### src/rtl/addsub_serial.sv
`default_nettype none
// ============================================================================
// Module      : addsub_serial
// Description : Digit-serial signed adder/subtractor, LSB first, DIGIT bits per
//               cycle, valid/ready on both sides, carry/overflow/saturation.
// Revision    : 1.0 - initial release
// ============================================================================
module addsub_serial #(
    parameter int WIDTH = 8,
    parameter int DIGIT = 2
) (
    input  logic             clk,
    input  logic             rst_n,
    input  logic             in_valid,
    output logic             in_ready,
    input  logic             mode,
    input  logic             sat,
    input  logic [WIDTH-1:0] operand_a,
    input  logic [WIDTH-1:0] operand_b,
    output logic             out_valid,
    input  logic             out_ready,
    output logic [WIDTH-1:0] result,
    output logic             carry,
    output logic             overflow
);

    localparam int N  = WIDTH / DIGIT;
    localparam int CW = (N > 1) ? $clog2(N) : 1;

    localparam logic [1:0] S_IDLE = 2'd0;
    localparam logic [1:0] S_RUN  = 2'd1;
    localparam logic [1:0] S_DONE = 2'd2;

    localparam logic [CW-1:0]    C_LAST    = CW'(N - 1);
    localparam logic [WIDTH-1:0] C_MAX_POS = {1'b0, {(WIDTH-1){1'b1}}};
    localparam logic [WIDTH-1:0] C_MAX_NEG = {1'b1, {(WIDTH-1){1'b0}}};

    generate
        if ((WIDTH % DIGIT) != 0 || WIDTH < 2) begin : g_param_check
            $error("addsub_serial: WIDTH must be >= 2 and a multiple of DIGIT");
        end
    endgenerate

    logic [1:0]       state_q;
    logic [1:0]       state_d;
    logic [WIDTH-1:0] a_q;
    logic [WIDTH-1:0] b_q;
    logic             cy_q;
    logic             sat_q;
    logic             sign_q;
    logic [CW-1:0]    cnt_q;
    logic [WIDTH-1:0] result_q;
    logic             carry_q;
    logic             ovf_q;

    logic [DIGIT:0]   w_dig;
    logic [DIGIT-1:0] w_dsum;
    logic             w_cout;
    logic             w_cin_msb;
    logic             w_ovf;
    logic             w_last;
    logic             w_accept;
    logic [WIDTH-1:0] w_word;

    assign w_dig  = {1'b0, a_q[DIGIT-1:0]} + {1'b0, b_q[DIGIT-1:0]} + {{DIGIT{1'b0}}, cy_q};
    assign w_dsum = w_dig[DIGIT-1:0];
    assign w_cout = w_dig[DIGIT];
    // Carry into the top bit of this digit, recovered from its sum bit.
    assign w_cin_msb = a_q[DIGIT-1] ^ b_q[DIGIT-1] ^ w_dsum[DIGIT-1];
    assign w_ovf     = w_cin_msb ^ w_cout;
    assign w_last    = (cnt_q == C_LAST);
    assign w_accept  = (state_q == S_IDLE) && in_valid;

    generate
        if (DIGIT == WIDTH) begin : g_single
            assign w_word = w_dsum;
        end else begin : g_multi
            logic [WIDTH-DIGIT-1:0] psum_q;
            always_ff @(posedge clk or negedge rst_n) begin
                if (!rst_n) begin
                    psum_q <= '0;
                end else if (state_q == S_RUN) begin
                    psum_q <= w_word[WIDTH-1:DIGIT];
                end
            end
            assign w_word = {w_dsum, psum_q};
        end
    endgenerate

    always_ff @(posedge clk or negedge rst_n) begin
        if (!rst_n) begin
            state_q <= S_IDLE;
        end else begin
            state_q <= state_d;
        end
    end

    always_comb begin
        state_d = state_q;
        case (state_q)
            S_IDLE:  if (in_valid)  state_d = S_RUN;
            S_RUN:   if (w_last)    state_d = S_DONE;
            S_DONE:  if (out_ready) state_d = S_IDLE;
            default:                state_d = S_IDLE;
        endcase
    end

    always_comb begin
        in_ready  = (state_q == S_IDLE);
        out_valid = (state_q == S_DONE);
    end

    always_ff @(posedge clk or negedge rst_n) begin
        if (!rst_n) begin
            a_q      <= '0;
            b_q      <= '0;
            cy_q     <= 1'b0;
            sat_q    <= 1'b0;
            sign_q   <= 1'b0;
            cnt_q    <= '0;
            result_q <= '0;
            carry_q  <= 1'b0;
            ovf_q    <= 1'b0;
        end else if (w_accept) begin
            a_q    <= operand_a;
            b_q    <= mode ? ~operand_b : operand_b;
            cy_q   <= mode;
            sat_q  <= sat;
            sign_q <= operand_a[WIDTH-1];
            cnt_q  <= '0;
        end else if (state_q == S_RUN) begin
            a_q   <= a_q >> DIGIT;
            b_q   <= b_q >> DIGIT;
            cy_q  <= w_cout;
            cnt_q <= cnt_q + CW'(1);
            if (w_last) begin
                carry_q  <= w_cout;
                ovf_q    <= w_ovf;
                result_q <= (sat_q && w_ovf) ? (sign_q ? C_MAX_NEG : C_MAX_POS) : w_word;
            end
        end
    end

    assign result   = result_q;
    assign carry    = carry_q;
    assign overflow = ovf_q;

endmodule
`default_nettype wire

### config.mk
export PLATFORM = sky130hd
export DESIGN_NAME = addsub_serial
export DESIGN_NICKNAME = d
export VERILOG_FILES = /design/src/rtl/addsub_serial.sv
export SDC_FILE = /design/constraint.sdc
export NUM_CORES = 1
export LEC_CHECK = 0
export BUFFER_PORTS_ARGS = -buffer_cell sky130_fd_sc_hd__buf_2
export CAP_MARGIN = 20
export CORE_AREA = 2 2 56 64
export DETAILED_ROUTE_END_ITERATION = 16
export DIE_AREA = 0 0 58 66
export GPL_TIMING_DRIVEN = 0
export PLACE_DENSITY = 0.92
export SLEW_MARGIN = 20
export SYNTH_ARGS = -nofsm -noshare
export SYNTH_HDL_FRONTEND = slang
export SYNTH_SLANG_ARGS = --single-unit
### constraint.sdc
create_clock -name clk -period 6.75 [get_ports clk]
set_clock_uncertainty 0.2 [all_clocks]
set_input_delay 0.675 -clock clk [delete_from_list [all_inputs] [get_ports clk]]
set_output_delay 0.675 -clock clk [all_outputs]
set_load 0.02 [all_outputs]
== Yosys cells after proc, flatten, opt, wreduce, memory -nomap -nowiden ==
Cells that the tools add are included.

* Equality and inequality tests: 6
* Reduce and logical (&&, ||, !) cells: 6
* Bitwise gates (word level): 5
* $add $sub $neg: 3
* Mux-type cells: 15

{| class="wikitable"
|+ Operators with widths
! operator !! number
|-
| 2-to-1 mux 8 bit || 7
|-
| 2-to-1 mux 2 bit || 5
|-
| NOT 8 bit || 1
|-
| case mux 2 bit (3 select lines) || 1
|-
| AND reduction 3 bit || 2
|-
| == test 2 bit, second input constant || 2
|-
| != test 2 bit, second input constant || 2
|-
| adder 2 x 2 -> 3 bit || 1
|-
| adder 3 x 1 -> 3 bit || 1
|-
| XOR 1 bit || 3
|-
| adder 2 x 1 -> 2 bit, second input constant || 1
|-
| == test 2 x 1 -> 1 bit, second input constant || 1
|-
| logical AND 1 bit || 2
|-
| zero test 2 bit || 1
|-
| 2-to-1 mux 1 bit || 2
|-
| != test 2 x 1 -> 1 bit, second input constant || 1
|-
| nonzero test 2 bit || 1
|-
| NOT 1 bit || 1
|}

* Output and inout bits: 12
* Bits in registers: 39
* Logic and storage cells: 46

== Logic depth before layout (Yosys ltp) ==
* Depth after elaboration: 6
* Mapped depth: 8

== Worst setup path after synthesis ==
No wires, ideal clock.

* Path kind: register to register
* From: register a_q[0]
* To: register result_q[7] (netlist: result[7])
* Clock period less this slack: 2444 ps
* Data required time: 6429 ps
* Arrival: 2123 ps
* Setup slack: 4306 ps
* Path buffers: 1
* Cell stages (with the launch flop): 9
* Cells stage by stage: dfrtp_1 inv_1 fa_1 inv_1 fa_1 xnor3_1 buf_6 o21a_1 o22a_1

* Word-level cells in the longest chain between the ends: 6

{| class="wikitable"
|+ Ends and longest elaborated chain
! item !! RTL line !! RTL
|-
| from (decl) || 46 || <nowiki>logic [WIDTH-1:0] a_q;</nowiki>
|-
| from (signal assigned) || 125 || <nowiki>a_q <= operand_a;</nowiki>
|-
| from (signal assigned) || 132 || <nowiki>a_q <= a_q >> DIGIT;</nowiki>
|-
| adder 2 x 2 -> 3 bit (*) || 65 || <nowiki>assign w_dig = {1'b0, a_q[DIGIT-1:0]} + {1'b0, b_q[DIGIT-1:0]} + {{DIGIT{1'b0}}, cy_q};</nowiki>
|-
| adder 3 x 1 -> 3 bit (*) || 65 ||
|-
| via w_dig[1] || 56 || <nowiki>logic [DIGIT:0] w_dig;</nowiki>
|-
| XOR 1 bit || 69 || <nowiki>assign w_cin_msb = a_q[DIGIT-1] ^ b_q[DIGIT-1] ^ w_dsum[DIGIT-1];</nowiki>
|-
| XOR 1 bit || 70 || <nowiki>assign w_ovf = w_cin_msb ^ w_cout;</nowiki>
|-
| logical AND 1 bit || 139 || <nowiki>result_q <= (sat_q && w_ovf) ? (sign_q ? C_MAX_NEG : C_MAX_POS) : w_word;</nowiki>
|-
| 2-to-1 mux 8 bit (*) || 139 ||
|-
| to (signal assigned) || 139 ||
|-
| to (decl) || 52 || <nowiki>logic [WIDTH-1:0] result_q;</nowiki>
|}

Mark *: on every way through the listed nets, which the timed path passes. The rest lies on a longest branch.
A chain may end at the register's enable or synchronous reset.

== Final worst setup path ==
Same ends and word-level chain as after synthesis.

==> impl_metrics.ini <==
[placed_design]
gp_congestion = 0.7725
hpwlAfterDp_um = 2370
io_buffers = 32
dp.cells = 254
place_ws_ns = 4.203

[clock_tree]
cts_tree = yes
clock_sinks = 39
cts_setup_buffers = 0
cts_resized = 0
clk_latency_ns = 0.35
clockBufferDepth = 2
root_buffer = clkbuf_4
cts_hold_buf = 0
htreeDepth = 2
cts_made_buffers = 5
path_clk_slew_ns = 0.12

[yosys]
synth_seq_area_share = 0.5458
synth_area_leaders = dfrtp_1, nand2_1, o21ai_1
yosysTopAreaCell = dfrtp_1
synthMuxAreaShare = 0
synthXorXnorAreaFrac = 0.05178
synth_flop_cell = dfrtp_1
netlist_top_cells_count = nand2_1, dfrtp_1, nor2_1
synth_fa_ha_area_frac = 0.03639
synth.most_common_cell = nand2_1
synth-edff-count = 0
synth_area_um2 = 1788
synth_cell_type_count = 31
ys_ff_latch = 39
async_flop_share = 1.000
synth_top_family_by_area = simple AND/OR/NAND/NOR gates
synth-simple-area-share = 0.1784
synth_top_area_frac = 0.5458
synthCells = 186
yosysWarnings = 0
avgSynthCellArea_um2 = 9.613
syn-num-nets = 212
synth-compound-area-share = 0.1428

[floorplanning]
io_pins = 34
die_w_um = 58
rows = 22
start_util = 0.5600
die_h_um = 66
die_area_um2 = 3828
core_area_um2 = 3193

[timing]
tightest_slew_ns = 0.8489
timing.final.ws_setup_ns = 4.172
fin_crit_sh = 0.3819
rsz0062_at_grt = false
setup_violations = 0
period_minus_slack_ns = 2.578
worst_hold_slack_ns = 0.2101
max_slew_margin = 0.4341
fmax_mhz = 387.9
drv_slew = 0
setup_tns_ns = 0
finalHoldViolCount = 0

[power_and_ir_drop]
p_leak_nw = 1.036
vdd_drop_max_mv = 0.4087
power_density_nw_per_um2 = 534.1

[route]
drc = 0
avgRoutedWirePerCell_um = 12.47
antenna_left = 0
vias = 1412
drtIter0Drc = 28
routed_via_density = 5.389
firstDrtPassIters = 4
wirelength_um = 3266

[global_routing]
grt_max_degree = 40
grt.total_usage = 0.1984
grt_pass1_wl_um = 5740
overflow = 0
grt_pass1_vias = 1375
antenna_found_initial = 0

[worst_hold_path]
hold_path.class = in2async

[setup_path]
path_class = reg2reg
cp_data_required_time_ns = 6.79
arrival_ns = 2.61
startpoint_type = flop
cp-end-kind = flop
path_max_fanout = 10

[layout]
antenna_cells = 0
syn2layout_area_growth_pct = 14.28
layout-drive-gt1-share = 0.2080
finalNonFillerCells = 262
fillers = 267
nNetsFinal = 251

[outcome]
outcome = finished, final reports clean

[run]
drv_cap = 0
[cells in the final DEF (no fill, tap or decap)]
master	netlist	layout
o21ai_1	12	12
xnor2_1	5	5
nor2_1	13	13
a221o_1	3	3
a21oi_2	1	1
nor2b_1	1	1
nand2b_1	2	2
o21bai_1	1	1
clkbuf_1	3	5
clkbuf_4	0	5
ha_1	2	2
o22a_1	1	1
clkinv_1	1	1
a22oi_1	7	7
buf_2	7	39
nand2_1	53	53
nand3b_1	1	1
a21oi_1	5	5
xnor3_1	1	1
dfrtp_1	39	39
or3b_1	1	1
clkinv_2	0	1
and3b_1	1	1
a31oi_1	3	3
nor3b_1	1	1
buf_6	1	1
fa_1	2	2
o21a_1	2	2
xor2_1	3	3
nand3_1	4	4
o31a_1	1	1
inv_1	5	5
o21ai_0	4	4
[metal layers]
| layer | global-route usage | routed length (um) |
|---|---|---|
| met1 | 0.2319 | 1468 |
| met2 | 0.3267 | 1549 |
| met3 | 0.06849 | 188 |
| met4 | 0.09012 | 59 |
| met5 | 0 | 0 |
[sequential cells by signal, indices dropped and copies added (netlist names)]
name / flops
sat_q: 1
state_q: 2
overflow: 1
cnt_q: 2
b_q: 8
carry: 1
result: 8
a_q: 8
g_multi.psum_q: 6
cy_q: 1
sign_q: 1
[worst paths after layout]
path	from	end	slack, ns	cells after the start
setup / recovery	a_q[0]	result[7]	4.17	8
hold / removal	rst_n	b_q[6]	0.21	1
setup reg to reg	a_q[0]	result[7]	4.17	8
hold reg to reg	carry	carry	0.29	2
max in group asynchronous	rst_n	state_q[0]	5.59	1
min in group clk	carry	carry	0.29	2
[cell families (layout without fill, tap and decap cells)]
family / Yosys count / in the layout
buffers and inverters: 17 / 57
DFF: 39 / 39
AOI/OAI and AO/OA: 40 / 40
adders and majority gates: 4 / 4
and+or+nand+nor: 77 / 77
xor gates and xnor gates: 9 / 9
[area by class of cell]
class,count,area [um^2],share of cell area
well taps,36,45.04,0.02205
repair buffers,32,160.2,0.07838
clock inverters,1,5.005,0.002449
clock buffers,7,45.04,0.02205
inverters,6,22.52,0.01102
plain buffers,11,57.56,0.02817
multi-input cells,130,732.0,0.3582
flip-flops and latches,39,975.9,0.4776
[metrics by stage]
step           cell area, um^2  utilization  power [mW]
5_1_grt                   2043       0.6399       1.194
2_1_floorplan             1788            -      0.8448
6_report                  2043       0.6399       1.091
4_1_cts                   2043       0.6399       1.096
3_5_place_dp              1993       0.6242      0.9828
3_3_place_gp              1993       0.6242      0.9606
[critical path: stages (launching register included)]
cell,delay (ns)
dfrtp_1,0.36
inv_1,0.06
fa_1,0.40
inv_1,0.07
fa_1,0.45
xnor3_1,0.42
buf_6,0.15
o21a_1,0.17
o22a_1,0.17
[report_power, final]
| group | total (mW) | internal [mW] | switching [mW] |
|---|---|---|---|
| Clock | 0.115 | 0.0406 | 0.0747 |
| Sequential | 0.410 | 0.342 | 0.0688 |
| Combinational | 0.566 | 0.240 | 0.325 |
| Total | 1.09 | 0.623 | 0.469 |
Power figures use the tool's default switching activity.
